`src/rtl/my_mul_pkg.sv`:
```
// my_mul_pkg: shared constants, width helpers and the stage-1 register
// bundle type for the my_mul pipelined multiplier.
//   MY_MUL_WIDTH  default operand width
//   half_w/prod_w derive HALF = WIDTH/2 and PW = 2*WIDTH
//   s1_bundle_t   stage-1 register bundle at the default width
package my_mul_pkg;

  localparam int unsigned MY_MUL_WIDTH = 8;

  function automatic int unsigned half_w(input int unsigned w);
    return w / 2;
  endfunction

  function automatic int unsigned prod_w(input int unsigned w);
    return 2 * w;
  endfunction

  localparam int unsigned MY_MUL_HALF = half_w(MY_MUL_WIDTH);
  localparam int unsigned MY_MUL_PW   = prod_w(MY_MUL_WIDTH);

  typedef struct packed {
    logic [MY_MUL_WIDTH+MY_MUL_HALF-1:0] lo_pp;
    logic [MY_MUL_WIDTH+MY_MUL_HALF-1:0] hi_pp;
    logic                                v1;
  } s1_bundle_t;

endpackage

```
`src/rtl/my_mul_pp.sv`:
```
// my_mul_pp: combinational WIDTH x WIDTH/2 partial-product generator,
// built as a shift-and-add array.
//   x  [WIDTH-1:0]          multiplicand (sign-extended when X_SIGNED)
//   y  [WIDTH/2-1:0]        multiplier half (MSB weighs negative when Y_SIGNED)
//   pp [WIDTH+WIDTH/2-1:0]  product; exact in both signed and unsigned modes
module my_mul_pp
  import my_mul_pkg::*;
#(
  parameter int unsigned WIDTH    = MY_MUL_WIDTH,
  parameter bit          X_SIGNED = 1'b0,
  parameter bit          Y_SIGNED = 1'b0
) (
  input  logic [WIDTH-1:0]         x,
  input  logic [WIDTH/2-1:0]       y,
  output logic [WIDTH+WIDTH/2-1:0] pp
);

  localparam int unsigned HALF = half_w(WIDTH);
  localparam int unsigned PPW  = WIDTH + HALF;

  logic [PPW-1:0] xe;
  logic [PPW-1:0] acc;

  always_comb begin
    xe  = {{HALF{X_SIGNED & x[WIDTH-1]}}, x};
    acc = '0;
    for (int unsigned i = 0; i < HALF; i++) begin
      if (y[i]) begin
        // In two's complement the multiplier MSB carries weight -2^(HALF-1),
        // so its row is subtracted instead of added.
        if (Y_SIGNED && (i == HALF - 1))
          acc = acc - (xe << i);
        else
          acc = acc + (xe << i);
      end
    end
    pp = acc;
  end

endmodule

```
`src/rtl/my_mul.sv`:
```
// my_mul: two-stage pipelined WIDTH x WIDTH multiplier, P = X * Y.
// Stage 1 registers the two partial products (low/high half of y), stage 2
// registers their aligned sum. Latency 2 clocks, one product per clock.
// Optional feature: define MY_MUL_SIGNED_EN for two's-complement operands
// and a signed product; otherwise fully unsigned.
//   clk        rising-edge clock
//   rst_n      asynchronous active-low reset
//   in_valid   x/y valid this cycle
//   x, y       WIDTH-bit operands
//   out_valid  p holds a new product this cycle
//   p          2*WIDTH-bit product (holds between products)
module my_mul
  import my_mul_pkg::*;
#(
  parameter int unsigned WIDTH = MY_MUL_WIDTH
) (
  input  logic               clk,
  input  logic               rst_n,
  input  logic               in_valid,
  input  logic [WIDTH-1:0]   x,
  input  logic [WIDTH-1:0]   y,
  output logic               out_valid,
  output logic [2*WIDTH-1:0] p
);

  localparam int unsigned HALF = half_w(WIDTH);
  localparam int unsigned PW   = prod_w(WIDTH);
  localparam int unsigned PPW  = WIDTH + HALF;

`ifdef MY_MUL_SIGNED_EN
  localparam bit SIGNED_MODE = 1'b1;
`else
  localparam bit SIGNED_MODE = 1'b0;
`endif

  typedef struct packed {
    logic [PPW-1:0] lo_pp;
    logic [PPW-1:0] hi_pp;
    logic           v1;
  } s1_t;

  logic [PPW-1:0] lo_pp_c;
  logic [PPW-1:0] hi_pp_c;
  s1_t            s1_q;
  logic [PW-1:0]  lo_ext;
  logic [PW-1:0]  hi_ext;
  logic [PW-1:0]  sum_c;
  logic [PW-1:0]  p_q;
  logic           out_valid_q;

  // Low half of y is always an unsigned digit; only the high half carries sign.
  my_mul_pp #(
    .WIDTH    (WIDTH),
    .X_SIGNED (SIGNED_MODE),
    .Y_SIGNED (1'b0)
  ) u_pp_lo (
    .x  (x),
    .y  (y[HALF-1:0]),
    .pp (lo_pp_c)
  );

  my_mul_pp #(
    .WIDTH    (WIDTH),
    .X_SIGNED (SIGNED_MODE),
    .Y_SIGNED (SIGNED_MODE)
  ) u_pp_hi (
    .x  (x),
    .y  (y[WIDTH-1:HALF]),
    .pp (hi_pp_c)
  );

  always_ff @(posedge clk or negedge rst_n) begin
    if (!rst_n) begin
      s1_q <= '0;
    end else begin
      s1_q.v1 <= in_valid;
      if (in_valid) begin
        s1_q.lo_pp <= lo_pp_c;
        s1_q.hi_pp <= hi_pp_c;
      end
    end
  end

  always_comb begin
    lo_ext = {{HALF{SIGNED_MODE & s1_q.lo_pp[PPW-1]}}, s1_q.lo_pp};
    hi_ext = {{HALF{SIGNED_MODE & s1_q.hi_pp[PPW-1]}}, s1_q.hi_pp};
    sum_c  = lo_ext + (hi_ext << HALF);
  end

  always_ff @(posedge clk or negedge rst_n) begin
    if (!rst_n) begin
      p_q         <= '0;
      out_valid_q <= 1'b0;
    end else begin
      out_valid_q <= s1_q.v1;
      if (s1_q.v1)
        p_q <= sum_c;
    end
  end

  assign p         = p_q;
  assign out_valid = out_valid_q;

endmodule

```
`config.mk`:
```
export PLATFORM = sky130hd
export DESIGN_NAME = my_mul
export DESIGN_NICKNAME = d
export VERILOG_FILES = /design/src/rtl/my_mul_pkg.sv /design/src/rtl/my_mul_pp.sv /design/src/rtl/my_mul.sv
export SDC_FILE = /design/constraint.sdc
export NUM_CORES = 1
export LEC_CHECK = 0
export CAP_MARGIN = 10
export CORE_ASPECT_RATIO = 1.4
export CORE_UTILIZATION = 40
export DETAILED_ROUTE_END_ITERATION = 6
export PLACE_DENSITY = 0.61
export SLEW_MARGIN = 25
export SYNTH_ARGS = -nofsm -noshare
export SYNTH_HDL_FRONTEND = slang
export SYNTH_SLANG_ARGS = --single-unit
```
`constraint.sdc`:
```
create_clock -name clk -period 2.8 [get_ports clk]
set_clock_uncertainty 0.05 [all_clocks]
set_input_delay 0.56 -clock clk [delete_from_list [all_inputs] [get_ports clk]]
set_output_delay 0.56 -clock clk [all_outputs]
set_load 0.1 [all_outputs]
```
==> After elaboration in Yosys (flattened, before gate mapping) <==
Index checks and enable logic that the tools add are counted.
{ "totals": {"register_bits": 42, "input_bits": 19, "output_inout_bits": 17, "elab_cells": 20} }
{ "op_classes": {"add_sub_neg": 7, "mux": 8} }
{ "ops": {"columns": ["cell", "count"], "rows": [
  ["12-bit two-way mux", 6],
  ["12-bit by 10-bit adder with 12-bit output", 2],
  ["12-bit by 11-bit adder with 12-bit output", 2],
  ["12-bit by 9-bit adder with 12-bit output", 2],
  ["12-bit by 16-bit adder with 16-bit output", 1],
  ["8-bit two-way mux", 2]
]} }

==> Logic depth before layout (Yosys ltp) <==
{ "depth": {"ltp_word": 7, "depth_mapped": 23, "mapped_depth_nobuf": 22} }

==> By module <==
Synthesis repeated with hierarchy kept, for this count alone.
{ "hier_totals": {"hier_cells": 504, "area_unflattened_um2": 4653.2} }
{ "modules_own_cells": {"columns": ["mod", "n_inst", "cells_per_inst", "area_per_inst_um2", "seq_area_each_um2"], "rows": [
  ["my_mul", 1, 152, 1968.1, 1051.0],
  ["my_mul_pp at u_pp_hi", 1, 183, 1362.6, 0.0],
  ["my_mul_pp at u_pp_lo", 1, 169, 1322.5, 0.0]
]} }

==> Worst setup path before layout <==
OpenSTA, ideal clock, no wires.
{ "synth_path": {"path_type": "input to register", "from": "in y[4]", "to": "reg s1_q (netlist bit hi_ext[10])", "setup_ps": 116, "arrival_time_ps": 4407, "required_time_ps": 2634, "path_slack_ps": -1772, "stages": 23, "n_path_buf": 1, "cell_sequence": "buf_2 -> and2_1 -> ha_1 -> inv_1 -> fa_1 -> nand3b_1 -> a32o_1 -> o21ai_1 -> xor2_1 -> nand2_1 -> o21ai_0 -> ha_1 -> nand3b_1 -> o31ai_1 -> a31oi_1 -> nand3_1 -> a21o_1 -> ha_1 -> a21oi_1 -> o21ai_0 -> a31oi_1 -> mux2_2 -> o311ai_0"} }
{ "synth_between": {"elab_chain_len": 7} }
{ "synth_rtl": {"columns": ["item", "line", "text"], "rows": [
  ["from (decl)", "my_mul.sv:21", "input logic [WIDTH-1:0] y,"],
  ["8-bit two-way mux *", "my_mul_pp.sv:28", "if (y[i]) begin"],
  ["12-bit by 9-bit adder with 12-bit output", "my_mul_pp.sv:34", "acc = acc + (xe << i);"],
  ["12-bit two-way mux *", "my_mul_pp.sv:28", null],
  ["12-bit by 10-bit adder with 12-bit output", "my_mul_pp.sv:34", null],
  ["12-bit two-way mux *", "my_mul_pp.sv:28", null],
  ["12-bit by 11-bit adder with 12-bit output", "my_mul_pp.sv:34", null],
  ["12-bit two-way mux *", "my_mul_pp.sv:28", null],
  ["to (decl)", "my_mul.sv:44", "s1_t s1_q;"]
]} }
Mark *: on every way between the ends. The rest lies on a longest branch, timed or not.
A chain may end at the register's enable or synchronous reset.

==> Final worst setup path <==
{ "layout_path": {"from": "in x[1]", "to": "reg s1_q (netlist bit hi_ext[10])"} }
{ "layout_between": {"elab_chain_len": 7} }
{ "layout_rtl": {"columns": ["item", "line", "text"], "rows": [
  ["from (decl)", "my_mul.sv:20", "input logic [WIDTH-1:0] x,"],
  ["8-bit two-way mux", "my_mul_pp.sv:28", null],
  ["12-bit by 9-bit adder with 12-bit output", "my_mul_pp.sv:34", null],
  ["12-bit two-way mux", "my_mul_pp.sv:28", null],
  ["12-bit by 10-bit adder with 12-bit output", "my_mul_pp.sv:34", null],
  ["12-bit two-way mux", "my_mul_pp.sv:28", null],
  ["12-bit by 11-bit adder with 12-bit output", "my_mul_pp.sv:34", null],
  ["12-bit two-way mux *", "my_mul_pp.sv:28", null]
]} }
Marked as above.

==> impl_metrics.json <==
{
  "start_util_pct": 41.4,
  "max-cap-violations": 0,
  "worst-slew-pin-transition_ns": 0.611,
  "ff2ff_path_depth": 9,
  "grt_pass1_wl_microns": 22500,
  "yosysWarnings": 0,
  "clkSinkCount": 42,
  "yosys.area_share.simple_pct": 15.5,
  "drc_errors": 0,
  "hold_viol": 0,
  "endpoint_kind": "flip-flop",
  "dieArea_sq_um": 11700,
  "dp_hpwl_microns": 10000,
  "cp_num_cells": 21,
  "cts_max_level": 2,
  "period_share_pct": 148,
  "endpoint": "hi_ext[10]",
  "synth_compound_area_share_pct": 22.5,
  "leakage_nw": 3.27,
  "port_buffers": 35,
  "synth_seq_cells": 42,
  "antenna_cells": 0,
  "path_cells": "buf_8, and2_4, ha_4, inv_2, fa_2, nand3b_1, a32o_2, buf_6, o221a_4, ha_4, o21ai_1, o21bai_1, or3_1, nand3_1, a21o_4, ha_4, a21oi_4, o21ai_2, a31oi_1, mux2_2, o311ai_2",
  "die_h_microns": 128,
  "critical_path.max_stage_delay_ns": 0.37,
  "synth-adder-area-share_pct": 19.7,
  "antenna_found_initial": 0,
  "rsz0062_at_grt": "true",
  "ir_worst_vdd_mv": 0.295,
  "critical_path.top_delay_family": "compound AO/OA/AOI/OAI gates",
  "r2r-end": "p[14]",
  "final_core_util_pct": 66.0,
  "start_kind": "input pin",
  "drt_pass1_iterations": 5,
  "drt_iter0_drc": 119,
  "synth.most_common_cell": "ha_1",
  "max_freq_mhz": 242,
  "syn_area_per_cell_sq_um": 8.60,
  "nNetsFinal": 800,
  "synth-xor-area-share_pct": 6.77,
  "violations": "setup timing",
  "slew_headroom_pct": 59.2,
  "die_w_microns": 91.9,
  "crit_slowest_cell": "or3_1",
  "overflow": 0,
  "synthMuxAreaShare_pct": 7.30,
  "fillers": 842,
  "cts-root-buf": "clkbuf_16",
  "drt-total-wl_microns": 13700,
  "yosys.area.top_type": "dfrtp_1",
  "syn_area_sq_um": 4530,
  "grt_max_degree": 43,
  "globalplace.congestion": 0.848,
  "cts_buffers": 5,
  "synthDistinctLibCells": 63,
  "cp_max_fo": 3,
  "grt_use_total_pct": 23.5,
  "cp_common_cell": "ha_4",
  "worstPathArrival_ns": 4.28,
  "hp-class": "input pin to asynchronous set/reset pin",
  "place_area_sq_um": 6170,
  "synth_edf_count": 0,
  "grt_pass1_vias": 4758,
  "synthTopCellsByArea": "dfrtp_1, ha_1, a21oi_1",
  "final_cell_area_sq_um": 7200,
  "postRouteAntennaNets": 0,
  "status": "complete, but fails checks",
  "vias": 4633,
  "synth_top_family_by_area": "compound AO/OA/AOI/OAI gates",
  "required_ns": 2.94,
  "powerDensity_nw_per_um2": 634,
  "clk_pin_slew_ns": 0.06,
  "core-area_sq_um": 10900,
  "area_growth_pct": 59.2,
  "worst_slack_ns": -1.34,
  "slew_viol_final": 0,
  "routed_via_density": 5.41,
  "cts_tree": "yes",
  "async_flop_share_pct": 100,
  "ys.flop_type": "dfrtp_1",
  "critPathKind": "input pin to flip-flop",
  "rrSetupSlack_ns": 0.31,
  "syn_nets": 612,
  "final_layout_size_suffix_gt1_share_pct": 47.8,
  "setup_viol": 18,
  "num_rows": 45,
  "synth_commonest_cells": "ha_1, dfrtp_1, a21oi_1, nand2_1, nor2_1",
  "critPathBufInv": 3,
  "wl_per_cell_microns": 16.0,
  "synthCells": 526,
  "fin_crit_ns": 4.14,
  "critPathLaunch": "x[1]",
  "p_total_mw": 4.57,
  "clk_path_buf_depth": 2,
  "yosysSeqAreaShare_pct": 23.2,
  "yosys.area.top_type_share_pct": 23.2,
  "ctsHoldBuffers": 0,
  "post-place-ws_ns": -2.19,
  "clk-insertion-delay-late_ns": 0.28,
  "rr_startpoint": "lo_ext[4]",
  "ios": 36
}
## routing by layer
layer,global-route usage [%],vias up,wire length (microns),part of all wire [%]
li1,-,2292,-,-
met5,0,-,0,0
met1,26.8,2249,5660,41
met4,7.81,0,235,1.7
met2,45.4,72,7570,55
met3,2.08,20,267,1.9
## cells by family (layout without fill, tap and decap cells)
group,count (synthesis),in the layout
AOI/OAI and AO/OA,153,153
xor gates and xnor gates,35,35
adders and majority gates,67,67
buffers and inverters,56,245
DFF,42,42
muxes,31,31
and+or+nand+nor,142,142
## cell type report
cell class,instances,area [sq um],area share [%]
multi-input cells,428,4120,57.1
repair buffers,203,1580,22.0
flip-flops and latches,42,1050,14.6
well taps,141,176,2.45
clock buffers,6,139,1.93
inverters,34,128,1.77
clock inverters,2,12.5,0.174
## how the worst min path moves through the flow
stage                    from  slack, ns   endpoint
floorplan               rst_n       0.21  hi_ext[0]
global placement    lo_ext[2]       0.41  lo_ext[2]
detailed placement      p[12]       0.42      p[12]
CTS                     rst_n       0.39       p[1]
global route            rst_n       0.24       p[1]
finish                  rst_n       0.20       p[0]
## per-stage QoR
stage          hold WS (ns)  cells  setup TNS, ns
2_1_floorplan         0.214    526         -18.79
3_3_place_gp          0.413    805         -32.42
3_5_place_dp          0.424    805         -33.93
4_1_cts               0.391    849         -17.36
5_1_grt               0.244    856         -20.62
6_report              0.195    856         -18.03
## registers in the layout (all words and copies together) (netlist names)
name       cells
hi_ext        12
lo_ext        12
out_valid      1
p             16
s1_q           1
## power by group
part           switching, mW  total (mW)  internal, mW
registers              0.119       0.898         0.779
logic                   1.73        3.09          1.36
clock network          0.226       0.578         0.352
## what timing repair did
action                     in CTS  in global routing
gates resized for setup        94                 33
pin swaps                      88                 44
buffers inserted               38                  8
setup endpoints to repair      18                 18
## cell usage in the layout, fill, tap and decap left out, types with 5 or more instances in the layout
master,synthesis,layout
a21oi_2,0,12
mux2i_1,15,11
nor2b_1,8,7
fa_2,0,6
o21a_1,7,7
o21ai_0,28,14
and2_1,12,6
inv_2,1,6
xor2_1,14,12
xnor2_1,21,17
inv_1,32,27
and3_1,6,5
a21oi_1,40,22
nand3_1,15,12
ha_4,0,28
o21ai_1,1,7
dfrtp_1,42,42
clkbuf_16,0,5
clkdlybuf4s50_1,0,8
mux2_2,16,10
o21ai_2,0,5
nand2_1,36,31
nor2_1,36,35
nor3_1,6,6
a21oi_4,0,6
nand3b_1,5,5
a31oi_2,0,5
ha_1,60,28
a221o_1,5,5
o211ai_1,7,7
and2_4,1,7
mux2_4,0,6
buf_4,1,179
a21o_1,16,15
buf_6,1,7
Note: power is estimated with default switching activity, not from simulation.
